File: src/rtl/bank_row_cache_if.sv
// Bank-side request/response bundle for bank_row_cache.
// master: bank FSM + data-move engine; slave: the row cache.
interface bank_row_cache_if #(
    parameter int CHWIDTH   = 6,
    parameter int ADDRWIDTH = 17
);
    logic [4:0]           BankFSM;
    logic [ADDRWIDTH-1:0] RowId;
    logic                 sync;
    logic [CHWIDTH-1:0]   cRowId;
    logic                 hit;
    logic                 stall;
    logic                 evict_valid;
    logic [ADDRWIDTH-1:0] evict_RowId;
    logic [CHWIDTH:0]     occupancy;

    modport master (
        output BankFSM, RowId, sync,
        input  cRowId, hit, stall, evict_valid, evict_RowId, occupancy
    );

    modport slave (
        input  BankFSM, RowId, sync,
        output cRowId, hit, stall, evict_valid, evict_RowId, occupancy
    );
endinterface

File: src/rtl/bank_row_cache.sv
// Per-bank row cache: fully associative RowId -> cache slot map,
// allocate on miss, stall until sync, optional dirty write-back.
// Ports: clk, reset (async, active-high), bus (bank_row_cache_if.slave):
//   in  BankFSM, RowId, sync
//   out cRowId, hit, stall, evict_valid, evict_RowId, occupancy
// Option: define MEMSYNC_WRITEBACK_EN to build dirty tracking + EVICT.
module bank_row_cache #(
    parameter int         CHWIDTH    = 6,
    parameter int         ADDRWIDTH  = 17,
    parameter logic [4:0] READ_CODE  = 5'b01011,
    parameter logic [4:0] WRITE_CODE = 5'b10010
) (
    input logic              clk,
    input logic              reset,
    bank_row_cache_if.slave  bus
);
    localparam int CHROWS = 1 << CHWIDTH;
    localparam logic [CHWIDTH:0] FULL = (CHWIDTH+1)'(CHROWS);

    typedef enum logic [2:0] {
        IDLE, LOOKUP, EVICT, ALLOCATE, ACCESS
    } state_t;

    state_t state, state_n;

    logic                 req, req_q, req_edge, is_wr;
    logic [ADDRWIDTH-1:0] row_q;
    logic                 wr_q;
    logic [ADDRWIDTH-1:0] tags [CHROWS];
    logic [CHROWS-1:0]    valid;
    logic [CHWIDTH-1:0]   crow_q, rr_q, hit_idx, free_idx, victim;
    logic                 hit_q, lk_hit, any_free, victim_dirty;
    logic [CHWIDTH:0]     occ_q;
    logic                 stall_c, ev_valid_c;
    logic [ADDRWIDTH-1:0] ev_row_c;

    assign is_wr    = (bus.BankFSM == WRITE_CODE);
    assign req      = (bus.BankFSM == READ_CODE) || is_wr;
    assign req_edge = req && !req_q;

    // Parallel tag match and free-slot search; descending scan
    // leaves the lowest matching index in each result.
    always_comb begin
        lk_hit   = 1'b0;
        hit_idx  = '0;
        any_free = 1'b0;
        free_idx = '0;
        for (int i = CHROWS - 1; i >= 0; i--) begin
            if (valid[i] && tags[i] == row_q) begin
                lk_hit  = 1'b1;
                hit_idx = CHWIDTH'(i);
            end
            if (!valid[i]) begin
                any_free = 1'b1;
                free_idx = CHWIDTH'(i);
            end
        end
    end

    assign victim = any_free ? free_idx : rr_q;

`ifdef MEMSYNC_WRITEBACK_EN
    logic [CHROWS-1:0] dirty;

    assign victim_dirty = valid[victim] && dirty[victim];

    always_ff @(posedge clk or posedge reset) begin
        if (reset) begin
            dirty <= '0;
        end else begin
            unique case (state)
                EVICT:    if (bus.sync) dirty[crow_q] <= 1'b0;
                ALLOCATE: if (bus.sync) dirty[crow_q] <= wr_q;
                ACCESS:   if (wr_q) dirty[crow_q] <= 1'b1;
                default:  ;
            endcase
        end
    end
`else
    assign victim_dirty = 1'b0;
`endif

    // State register
    always_ff @(posedge clk or posedge reset) begin
        if (reset) state <= IDLE;
        else       state <= state_n;
    end

    // Next state: once past IDLE a transaction always runs to ACCESS
    always_comb begin
        state_n = state;
        unique case (state)
            IDLE:     if (req_edge) state_n = LOOKUP;
            LOOKUP: begin
                if (lk_hit)            state_n = ACCESS;
                else if (victim_dirty) state_n = EVICT;
                else                   state_n = ALLOCATE;
            end
            EVICT:    if (bus.sync) state_n = ALLOCATE;
            ALLOCATE: if (bus.sync) state_n = ACCESS;
            ACCESS:   if (bus.BankFSM == 5'd0) state_n = IDLE;
            default:  state_n = IDLE;
        endcase
    end

    // Moore outputs
    always_comb begin
        stall_c    = (state == LOOKUP) || (state == EVICT) ||
                     (state == ALLOCATE);
        ev_valid_c = 1'b0;
        ev_row_c   = '0;
`ifdef MEMSYNC_WRITEBACK_EN
        if (state == EVICT) begin
            ev_valid_c = 1'b1;
            ev_row_c   = tags[crow_q];
        end
`endif
    end

    // Tag storage needs no reset: valid bits gate every use
    always_ff @(posedge clk) begin
        if (state == ALLOCATE && bus.sync) tags[crow_q] <= row_q;
    end

    always_ff @(posedge clk or posedge reset) begin
        if (reset) begin
            req_q  <= 1'b0;
            row_q  <= '0;
            wr_q   <= 1'b0;
            valid  <= '0;
            rr_q   <= '0;
            crow_q <= '0;
            hit_q  <= 1'b0;
            occ_q  <= '0;
        end else begin
            req_q <= req;
            unique case (state)
                IDLE: begin
                    if (req_edge) begin
                        row_q <= bus.RowId;
                        wr_q  <= is_wr;
                    end
                end
                LOOKUP: begin
                    if (lk_hit) begin
                        crow_q <= hit_idx;
                        hit_q  <= 1'b1;
                    end else begin
                        crow_q <= victim;
                        hit_q  <= 1'b0;
                        if (!any_free) rr_q <= rr_q + CHWIDTH'(1);
                    end
                end
                EVICT: begin
                    // Victim leaves the array; ALLOCATE re-counts it
                    if (bus.sync) begin
                        valid[crow_q] <= 1'b0;
                        occ_q         <= occ_q - (CHWIDTH+1)'(1);
                    end
                end
                ALLOCATE: begin
                    if (bus.sync) begin
                        valid[crow_q] <= 1'b1;
                        if (!valid[crow_q] && occ_q != FULL)
                            occ_q <= occ_q + (CHWIDTH+1)'(1);
                    end
                end
                default: ;
            endcase
        end
    end

    assign bus.cRowId      = crow_q;
    assign bus.hit         = hit_q;
    assign bus.stall       = stall_c;
    assign bus.evict_valid = ev_valid_c;
    assign bus.evict_RowId = ev_row_c;
    assign bus.occupancy   = occ_q;
endmodule

File: src/flat_wrapper.sv
// flat-port wrapper written by rule: the top's interface ports become plain ports
module bank_row_cache_flat 
#(
    parameter int         CHWIDTH    = 6,
    parameter int         ADDRWIDTH  = 17,
    parameter logic [4:0] READ_CODE  = 5'b01011,
    parameter logic [4:0] WRITE_CODE = 5'b10010
)
  (clk, reset, bus_BankFSM, bus_RowId, bus_sync, bus_cRowId, bus_hit, bus_stall, bus_evict_valid, bus_evict_RowId, bus_occupancy);
  bank_row_cache_if #(.CHWIDTH(CHWIDTH), .ADDRWIDTH(ADDRWIDTH)) bus_i ();
  input logic clk;
  input logic reset;
  input wire logic [$bits(bus_i.BankFSM)-1:0] bus_BankFSM;
  input wire logic [$bits(bus_i.RowId)-1:0] bus_RowId;
  input wire logic [$bits(bus_i.sync)-1:0] bus_sync;
  output wire logic [$bits(bus_i.cRowId)-1:0] bus_cRowId;
  output wire logic [$bits(bus_i.hit)-1:0] bus_hit;
  output wire logic [$bits(bus_i.stall)-1:0] bus_stall;
  output wire logic [$bits(bus_i.evict_valid)-1:0] bus_evict_valid;
  output wire logic [$bits(bus_i.evict_RowId)-1:0] bus_evict_RowId;
  output wire logic [$bits(bus_i.occupancy)-1:0] bus_occupancy;
  assign bus_i.BankFSM = bus_BankFSM;
  assign bus_i.RowId = bus_RowId;
  assign bus_i.sync = bus_sync;
  assign bus_cRowId = bus_i.cRowId;
  assign bus_hit = bus_i.hit;
  assign bus_stall = bus_i.stall;
  assign bus_evict_valid = bus_i.evict_valid;
  assign bus_evict_RowId = bus_i.evict_RowId;
  assign bus_occupancy = bus_i.occupancy;
  bank_row_cache #(.CHWIDTH(CHWIDTH), .ADDRWIDTH(ADDRWIDTH), .READ_CODE(READ_CODE), .WRITE_CODE(WRITE_CODE)) u_core (.clk(clk), .reset(reset), .bus(bus_i));
endmodule
File: config.mk
export PLATFORM = sky130hd
export DESIGN_NAME = bank_row_cache_flat
export DESIGN_NICKNAME = d
export VERILOG_FILES = /design/src/rtl/bank_row_cache_if.sv /design/src/rtl/bank_row_cache.sv /design/src/flat_wrapper.sv
export SDC_FILE = /design/constraint.sdc
export NUM_CORES = 2
export LEC_CHECK = 0
export CORE_MARGIN = 3
export CORE_UTILIZATION = 68
export CTS_CLUSTER_DIAMETER = 80
export DETAILED_ROUTE_END_ITERATION = 6
export PLACE_DENSITY = 0.89
export SYNTH_ARGS = -nofsm -noshare
export SYNTH_HDL_FRONTEND = slang
export SYNTH_SLANG_ARGS = --single-unit
File: constraint.sdc
create_clock -name clk -period 7.21 [get_ports clk]
set_clock_uncertainty 0.1 [all_clocks]
set_input_delay 1.442 -clock clk [delete_from_list [all_inputs] [get_ports clk]]
set_output_delay 1.442 -clock clk [all_outputs]
set_load 0.01 [all_outputs]
==> impl_results.md <==
* Status: finished, violations left
* Failing checks: DRC
* CTS H-tree lvls at 3
* TritonCTS Buffers at 113
* CTS root buf: clkbuf_16
* Post-route ant nets at 0
* Initial antenna violation count at 3
* Hold Startpoint: u_core.rr_q[5]
* RD Place Congestion at 0.992
* Synth warnings at 0
* CP peak stage delay at 1040 ps
* Top cell type by total area after synthesis: edfxtp_1
* Cells after Synth at 4061
* Routed wire length per instance at 28.2 um
* Final-report setup violation count at 0
* Critical-path cell list: buf_12, xnor2_1, nand4_1, nor4_1, nor4b_1, a211o_1, a2111oi_0, o31ai_1, a311oi_1, nand2b_1
* CTS sink count at 1193
* Worst r2r dst: u_core.bus.cRowId[3]
* Distinct cell type count after synthesis at 78
* Post-CTS Setup Inserts at 0
* R2R depth at 10
* CP max stage cell: dfrtp_4
* Post-synth top flop: edfxtp_1
* Die span in y at 293 um
* Clk_lat worst skew at 710 ps
* Final HPWL DP at 88500 um
* Max Fclk at 0.209 GHz
* RSZ-0062 raised after global routing: no
* Min-Delay Path Depth at 1
* Worst EP arrival at 5340 ps
* Crit Path Category: flop to flop
* Clock Tree Buf Depth at 3
* Max Fanout on Critical Path at 44
* Period utilization at 66.5%
* CP required at 7750 ps
* Layout cells sized above 1 at 10.7%
* GRT overflow at 0
* Max Slew Vio Count at 0
* Startpoint Class: flop
* Post-cts sizing count at 0
* Worst path bufs/invs at 1
* Final instance area at 61600 um2
* CTS Hold Bufs at 0
* Total Die Area at 86100 um2
* Leak at 19.0 nW
* WHS Endpoint: u_core.rr_q[5]
* Final core utilization at 75.9%
* Drt total wl at 150000 um
* Worst slew pin tran at 1390 ps
* FFs w/ async S/R, synth at 8.80%
* Worst-path clk slew at 70 ps
* Area growth from synthesis to layout at 9.67%
* Type of the most critical hold path: flop to flop
* Initial DRC Count at 5457
* CTS tree: built
* Cell family with most CP delay: compound AO/OA/AOI/OAI gates
* Vias in the first global route at 38000
* Final worst setup slack at 2420 ps
* Via density at 7.00
* #FFs+latches synth at 1193
* Global-route usage over all layers at 34.5%
* MaxCap Viol Count at 0
* Final Net Count at 4187
* Fin Setup TNS at 0 ps
* Number of cell rows at 104
* Cell area after synthesis at 56200 um2
* Core box area at 81200 um2
* Starting density of the core at 69.2%
* CP Depth at 10
* Buffers on Ports at 39
* Largest net degree at the start of global routing at 76
* Global-route wire length before repair at 226000 um
* FF-to-FF Start: u_core.row_q[15]
* Share of the synthesized area in the top cell type at 58.2%
* Pre-CTS setup slack at 2460 ps
* Largest cells by area after synthesis: edfxtp_1, xnor2_1, nand4_1, dfrtp_1, xor2_1
* CP Capture Type: flop
* Post-synth EDFFs at 1088
* Sequential area share after synthesis at 62.8%
* PwrDens at 381 nW/um2
* DR vias at 37200
* Non-Filler Instances at 5316
* Placed Cells incl. Taps at 5096
* Die X at 293 um
* DR pass1 iterations at 7
* Max VDD drop at 0.248 mV
* Placed cell areas at 57600 um2
* DRC at 14
* Synthesized area per cell at 13.8 um2
* Hold Vio Cnt, Final at 0
* I/O pins at 58
* Min Tclk post-route at 4790 ps
* Worst rel slew slack at 7.31%
* Register-to-register setup slack at 2420 ps
-- area by class of cell --
cell class              count  area, um2
repair buffers            162       1560
flip-flops and latches   1193      35400
multi-input cells        2657      19300
diodes                      3       7.51
clock buffers             147       3110
well taps                1060       1330
fillers                  4186      19600
clock inverters            66        878
inverters                  28        108
-- cells by family after synthesis --
family                     Yosys count  synth area share, %
buffers and inverters              228                 3.06
DFF                               1193                 62.8
muxes                               48                 1.07
xor gates and xnor gates          1101                 17.2
and+or+nand+nor                   1225                 12.9
adders and majority gates            7                0.169
other                                1              0.00668
AOI/OAI and AO/OA                  258                 2.78
-- per-layer routing --
layer | wire [um] | track usage [%] | share of wire, % | vias to the layer above
li1 | - | - | - | 15400
met1 | 51700 | 44.4 | 34 | 18000
met2 | 69100 | 54.2 | 46 | 3046
met3 | 20000 | 8.21 | 13 | 725
met4 | 9300 | 20.0 | 6.2 | 2
met5 | 13 | 0 | 0.0087 | -
-- power breakdown --
part           total [W]  switching (W)  internal, W
Combinational    0.00752        0.00474      0.00278
Clock            0.00633        0.00263      0.00370
Sequential       0.00964        0.00110      0.00855
Total             0.0235        0.00847       0.0150
-- flip-flops by register name (all words and copies together) (netlist names), named ones only --
signal / cells
u_core.bus.hit: 1
u_core.row_q: 17
u_core.tags: 1088
u_core.bus.occupancy: 7
u_core.req_q: 1
u_core.rr_q: 6
u_core.bus.cRowId: 6
u_core.state: 3
-- worst register-to-register path: stages, from the launching register on --
cell and delay (ps):
dfrtp_4 1040, buf_12 390, xnor2_1 210, nand4_1 150, nor4_1 780, nor4b_1 270
a211o_1 410, a2111oi_0 730, o31ai_1 190, a311oi_1 310, nand2b_1 140
-- how the worst max path moves through the flow --
stage,from,endpoint,slack (ps)
global placement,bus_sync,u_core.tags[9][5],2570
detailed placement,bus_sync,u_core.tags[9][5],2460
floorplan,reset,asynchronous set/reset pin,2910
finish,u_core.row_q[15],u_core.bus.cRowId[3],2420
CTS,u_core.row_q[15],u_core.bus.cRowId[3],2620
global route,u_core.row_q[15],u_core.bus.cRowId[3],2360
-- cells in the final DEF (no fill, tap or decap), types with 9 or more instances in the layout --
master / n
and4_1: 10
inv_1: 27
buf_4: 102
or2_2: 62
mux2_2: 37
xor2_1: 189
clkbuf_1: 21
nor2_2: 11
nand2_1: 109
nor3_1: 142
nor4b_1: 58
nor4_1: 11
dfrtp_1: 88
clkdlybuf4s50_1: 39
nor3b_1: 64
nor2b_1: 13
edfxtp_1: 1088
a21oi_1: 35
conb_1: 18
clkinv_2: 19
clkinv_1: 14
a31oi_1: 9
clkbuf_16: 115
nand3_1: 34
nand4_1: 548
clkbuf_8: 11
dfrtp_4: 17
bufinv_16: 18
nor2_1: 113
buf_12: 19
o21ai_0: 132
xnor2_1: 909
-- through the flow --
stage / hold slack [ps] / total power, W
after floorplan: 342 / 0.0148
after global placement: 357 / 0.0165
after detailed placement: 368 / 0.0168
after CTS: 383 / 0.0233
after global routing: 397 / 0.0242
final: 391 / 0.0235
-- synthesized netlist by cell type (all sizes together), types with 34 or more instances --
| library cell | instances |
|---|---|
| buf | 147 |
| nor2 | 124 |
| clkbuf | 53 |
| nor3 | 142 |
| nand2 | 110 |
| o21ai | 132 |
| mux2 | 37 |
| nor4b | 58 |
| xnor2 | 909 |
| dfrtp | 105 |
| nor3b | 64 |
| nand3 | 34 |
| or2 | 62 |
| xor2 | 192 |
| a21oi | 36 |
| nand4 | 552 |
| edfxtp | 1088 |
Power figures use the tool's default switching activity.
